## src/rtl/reorder_buffer_pkg.sv

```systemverilog
// Shared types for the reorder buffer: slot record, per-slot forwarding view and flush request.
package rv32i_types;

    localparam int ROB_TAG_W  = 4;
    localparam int ROB_DATA_W = 32;
    localparam int ROB_RD_W   = 5;

    typedef struct packed {
        logic [ROB_TAG_W-1:0]  tag;
        logic [ROB_DATA_W-1:0] data;
        logic                  rdy;
    } sal_t;

    typedef struct packed {
        logic                 valid;
        logic [ROB_TAG_W-1:0] front_tag;
        logic [ROB_TAG_W-1:0] flush_tag;
    } flush_t;

    typedef struct packed {
        logic                  busy;
        logic                  rdy;
        logic                  br;
        logic                  mispredict;
        logic [ROB_RD_W-1:0]   rd;
        logic [ROB_DATA_W-1:0] data;
    } rob_entry_t;

endpackage

```

## src/rtl/reorder_buffer_ptr.sv

```systemverilog
// Modulo-size ring pointer with increment and a load used to redirect on flush.
module rob_ptr
    import rv32i_types::*;
#(
    parameter int size = 8
) (
    input  logic                 clk,
    input  logic                 rst,
    input  logic                 inc,
    input  logic                 load,
    input  logic [ROB_TAG_W-1:0] load_val,
    output logic [ROB_TAG_W-1:0] ptr,
    output logic [ROB_TAG_W-1:0] ptr_next1
);

    assign ptr_next1 = (ptr == ROB_TAG_W'(size - 1)) ? '0 : ptr + 1'b1;

    always_ff @(posedge clk) begin
        if (rst)
            ptr <= '0;
        else if (load)
            ptr <= load_val;
        else if (inc)
            ptr <= ptr_next1;
    end

endmodule

```

## src/rtl/reorder_buffer.sv

```systemverilog
// In-order reorder buffer: tag allocation, writeback capture, single-wide commit, precise flush.
// Defining ROB_PERF_EN adds perf_commits / perf_flushes event counters.
module reorder_buffer
    import rv32i_types::*;
#(
    parameter int width = 32,
    parameter int size  = 8
) (
    input  logic                 clk,
    input  logic                 rst,
    input  logic                 alloc_valid,
    input  logic [ROB_RD_W-1:0]  alloc_rd,
    input  logic                 alloc_br,
    output logic [ROB_TAG_W-1:0] alloc_tag,
    output logic                 full,
    output logic                 empty,
    input  logic                 wb_valid,
    input  logic [ROB_TAG_W-1:0] wb_tag,
    input  logic [width-1:0]     wb_data,
    input  logic                 wb_mispredict,
    output sal_t                 rdest  [size],
    output logic [ROB_RD_W-1:0]  rd_bus [size],
    output logic                 commit_valid,
    output flush_t               flush
`ifdef ROB_PERF_EN
    ,
    output logic [31:0]          perf_commits,
    output logic [31:0]          perf_flushes
`endif
);

    localparam int IDX_W = $clog2(size);

    rob_entry_t           slots [size];
    logic [ROB_TAG_W:0]   count;
    logic [ROB_TAG_W-1:0] front, rear, front_next1, rear_next1;
    logic [IDX_W-1:0]     front_idx, rear_idx, wb_idx;
    logic                 flush_valid, do_alloc, do_wb;

    assign front_idx = front[IDX_W-1:0];
    assign rear_idx  = rear[IDX_W-1:0];
    assign wb_idx    = wb_tag[IDX_W-1:0];

    assign commit_valid = slots[front_idx].busy & slots[front_idx].rdy;
    assign flush_valid  = commit_valid & slots[front_idx].mispredict;
    assign full         = (count == (ROB_TAG_W + 1)'(size));
    assign empty        = (count == '0);
    assign alloc_tag    = rear;
    assign do_alloc     = alloc_valid & ~full & ~flush_valid;
    // Tags beyond the configured depth address no slot and are dropped like a non-busy writeback.
    assign do_wb        = wb_valid & (int'(wb_tag) < size) & slots[wb_idx].busy & ~flush_valid;

    always_comb begin
        flush.valid     = flush_valid;
        flush.front_tag = flush_valid ? front_next1 : front;
        flush.flush_tag = rear;
    end

    always_comb begin
        for (int i = 0; i < size; i++) begin
            rdest[i].tag  = ROB_TAG_W'(i);
            rdest[i].data = slots[i].data;
            rdest[i].rdy  = slots[i].busy & slots[i].rdy;
            rd_bus[i]     = slots[i].rd;
        end
    end

    rob_ptr #(.size(size)) u_front (
        .clk(clk), .rst(rst), .inc(commit_valid), .load(flush_valid),
        .load_val(front_next1), .ptr(front), .ptr_next1(front_next1)
    );

    rob_ptr #(.size(size)) u_rear (
        .clk(clk), .rst(rst), .inc(do_alloc), .load(flush_valid),
        .load_val(front_next1), .ptr(rear), .ptr_next1(rear_next1)
    );

    always_ff @(posedge clk) begin
        if (rst) begin
            for (int i = 0; i < size; i++)
                slots[i] <= '0;
            count <= '0;
        end else if (flush_valid) begin
            for (int i = 0; i < size; i++) begin
                slots[i].busy       <= 1'b0;
                slots[i].rdy        <= 1'b0;
                slots[i].mispredict <= 1'b0;
            end
            count <= '0;
        end else begin
            if (do_wb) begin
                slots[wb_idx].data       <= ROB_DATA_W'(wb_data);
                slots[wb_idx].rdy        <= 1'b1;
                slots[wb_idx].mispredict <= wb_mispredict & slots[wb_idx].br;
            end
            if (do_alloc) begin
                slots[rear_idx].busy       <= 1'b1;
                slots[rear_idx].rdy        <= 1'b0;
                slots[rear_idx].br         <= alloc_br;
                slots[rear_idx].mispredict <= 1'b0;
                slots[rear_idx].rd         <= alloc_rd;
            end
            // Retirement clear comes last so it wins over any writeback to the head slot.
            if (commit_valid) begin
                slots[front_idx].busy <= 1'b0;
                slots[front_idx].rdy  <= 1'b0;
            end
            if (do_alloc && !commit_valid)
                count <= count + 1'b1;
            else if (!do_alloc && commit_valid)
                count <= count - 1'b1;
        end
    end

`ifdef ROB_PERF_EN
    always_ff @(posedge clk) begin
        if (rst) begin
            perf_commits <= '0;
            perf_flushes <= '0;
        end else begin
            if (commit_valid)
                perf_commits <= perf_commits + 1'b1;
            if (flush_valid)
                perf_flushes <= perf_flushes + 1'b1;
        end
    end
`endif

endmodule

```

## config.mk

```make
export PLATFORM = sky130hd
export DESIGN_NAME = reorder_buffer
export DESIGN_NICKNAME = d
export VERILOG_FILES = /design/src/rtl/reorder_buffer_pkg.sv /design/src/rtl/reorder_buffer_ptr.sv /design/src/rtl/reorder_buffer.sv
export SDC_FILE = /design/constraint.sdc
export NUM_CORES = 1
export LEC_CHECK = 0
export BUFFER_PORTS_ARGS = -buffer_cell sky130_fd_sc_hd__buf_2
export CAP_MARGIN = 20
export CORE_ASPECT_RATIO = 0.5
export CORE_UTILIZATION = 52
export CTS_BUF_LIST = sky130_fd_sc_hd__clkbuf_4
export DETAILED_ROUTE_END_ITERATION = 12
export GPL_ROUTABILITY_DRIVEN = 0
export HOLD_SLACK_MARGIN = 0.06
export PLACE_DENSITY = 0.78
export SYNTH_ARGS = -nofsm -noshare
export SYNTH_HDL_FRONTEND = slang
export SYNTH_SLANG_ARGS = --single-unit
export TNS_END_PERCENT = 30
```

## constraint.sdc

```tcl
create_clock -name clk -period 3.82 [get_ports clk]
set_input_delay 0.764 -clock clk [delete_from_list [all_inputs] [get_ports clk]]
set_output_delay 0.764 -clock clk [all_outputs]
set_load 0.05 [all_outputs]
```

==> results.yml <==
route:
  route.antenna.remaining_nets: 0
  viasPerCell: 5.04
  vias: 9499
  dr.pass1.iters: 5
  drc: 0
  finalWirelength_mm: 37.4
  wl_per_cell_microns: 19.8
  first_iter_violations: 697
logic_synthesis:
  async_flop_share_pct: 0
  synthMuxAreaShare_pct: 0.852
  syn-cell-area_sq_um: 16200
  synth_top_cell_area_share_pct: 56.5
  yosysWarnings: 0
  synth_xor_area_share_pct: 0.380
  yosysUniqueCellTypes: 52
  ys_seq_area_share_pct: 61.5
  yosys-top-cells-area: "edfxtp_1, buf_4, and2_1"
  synth-seq-cells: 344
  yosys.area.top_type: "edfxtp_1"
  synth_edf_count: 304
  synth_adder_area_share_pct: 0.589
  synth-simple-area-share_pct: 16.2
  syn_area_per_cell_sq_um: 12.6
  synth_top_family_by_area: "buffers and inverters"
  synthCells: 1281
  yosysMostFrequentCell: "buf_4"
  synth_compound_area_share_pct: 3.52
  synth_common_cells: "buf_4, edfxtp_1, and2_1, dfxtp_1, a21oi_1"
  ys.flop_type: "edfxtp_1"
clock_tree:
  cts_setup_buffers: 0
  root_buffer: "clkbuf_4"
  clk_latency_ns: 0.74
  htree_levels: 3
  cts_buffers: 78
  clk_path_buf_depth: 3
  tritoncts: "done"
  clock-sinks: 344
  clkTransAtPathRegs_ns: 0.07
timing:
  slew_headroom_pct: 33.8
  period_needed_ns: 3.60
  setup_viol: 0
  setup_ws_ns: 0.223
  max_freq_mhz: 278
  setup_tns_ns: 0
  finalMaxSlewViolations: 0
  final-hold-violation-count: 0
  skew_ns: 0.0495
  rsz0062_at_grt: "no"
  fin_crit_sh_pct: 94.2
  worst_pin_slew_ns: 0.993
cells_and_area:
  nets: 1458
  register_area_sq_um: 9930
  syn2layout_area_growth_pct: 6.37
  fillers: 2488
  multi_input_area_sq_um: 3650
  drive_above_1_share_pct: 37.5
placed_design:
  hpwl_mm: 24.8
  dp_slack_ns: 0.448
  portBuffers: 366
floorplanning:
  io_pins: 399
  rows: 45
  core_sq_um: 30500
  die_w_microns: 251
  die_area_sq_um: 31800
  start_util_pct: 53.0
  die_h_microns: 127
pwr:
  leakagePower_nw: 7.44
  power_density_nw_per_um2: 482
  ir_drop_v: 0.000304
worst_setup_path:
  cp_num_buf_inv: 2
  slowest_stage: "mux4_2"
  worst-path-max-fanout: 17
  crit_path_start_kind: "register"
  crit_path_end_kind: "output port"
  crit_chain: "mux4_2, mux2_4, nand2_4, clkinv_2, nand2_1, xnor2_1, buf_4"
  critPathKind: "reg2out"
  crit_arrival_ns: 2.83
  max_stage_delay_ns: 0.52
  cpLargestDelayFamily: "multiplexers"
  r2r-end: "count[4]$_SDFFE_PP0P_"
  reg2reg_depth: 12
  required_ns: 3.06
  r2r_setup_slack_ns: 0.33
global_routing:
  grt_max_degree: 36
  grt_pass1_wl_mm: 53.9
  grt_pass1_vias: 9195
  antenna_found_initial: 4
  overflow: 0
  grtUsageTotal_pct: 22.8
status:
  status: "finished clean"
worst_hold_path:
  worstHoldPathType: "in2reg"
  hp-start: "alloc_br"
  min_to: "slots[6][38]$_SDFFCE_PN0P_"
  min_path_cells: 2
job:
  cap_violations: 0
==> cells in the final DEF (no fill, tap or decap), types with 8 or more instances in the layout <==
cell        n
nor3_1     10
clkbuf_4  116
and3_1     14
buf_4      22
conb_1     32
and2_1    299
nand3_1    12
or2_2      15
clkinv_1   12
inv_1      12
dfxtp_1    39
nand3b_1   11
buf_2     363
nand2_1    33
a21oi_1    39
edfxtp_1  304
a211oi_4    8
nor2_1     25
==> sequential cells by signal, indices dropped and copies added, names as in the netlist, named ones only <==
signal	count
count	5
u_front.ptr	4
slots	328
u_rear.ptr	4
==> repair_timing <==
item                                   in CTS  in global routing
endpoints found under the hold margin       0                  0
setup endpoints to repair                   5                  3
resized for setup                           6                  1
hold buffers                                0                  0
==> layout make-up <==
| type | instances | share of cell area [%] |
|---|---|---|
| diodes | 3 | 0.0437 |
| clock buffers | 116 | 5.07 |
| clock inverters | 18 | 0.590 |
| inverters | 13 | 0.291 |
| multi-input cells | 579 | 21.2 |
| flip-flops and latches | 344 | 57.8 |
| well taps | 423 | 3.08 |
| repair buffers | 388 | 11.9 |
==> how the worst max path moves through the flow <==
| stage | cells after the start | to |
|---|---|---|
| floorplan | 7 | flush[5] |
| global placement | 12 | count[4]$_SDFFE_PP0P_ |
| detailed placement | 12 | count[4]$_SDFFE_PP0P_ |
| CTS | 8 | flush[6] |
| global route | 7 | flush[6] |
| finish | 7 | flush[6] |
==> per-layer routing <==
| layer | vias up | wire [microns] | GRT usage [%] |
|---|---|---|---|
| li1 | 4278 | - | - |
| met4 | 2 | 1090 | 8.90 |
| met1 | 4666 | 14700 | 28.0 |
| met2 | 465 | 18900 | 39.0 |
| met3 | 88 | 2700 | 5.56 |
| met5 | - | 11 | 0 |
==> kinds of logic (layout without fill, tap and decap cells) <==
kind of cell	after synthesis	in the layout
AOI/OAI and AO/OA	81	81
DFF	344	344
and+or+nand+nor	443	443
buffers and inverters	388	535
muxes	9	9
other	2	35
adders and majority gates	7	7
xor gates and xnor gates	7	7
==> report_power, final <==
part           total (mW)  switching, mW  leakage (nW)  internal [mW]
clock network        2.88           1.43         0.583           1.45
logic                1.11          0.894          3.41          0.213
registers            4.29         0.0643          3.45           4.23
==> metrics by stage <==
step                      cell area (sq um)  total power [mW]  util [%]  hold WS [ns]  cells
after global placement                16200              5.46      53.2         0.469   1748
after global routing                  17200              8.60      56.4         0.327   1884
after CTS                             17200              8.34      56.4         0.323   1882
after detailed placement              16200              5.48      53.2         0.477   1748
after floorplan                       16300              5.36         -         0.443   1311
final                                 17200              8.28      56.4         0.399   1884
(Power assumes the default switching activity.)
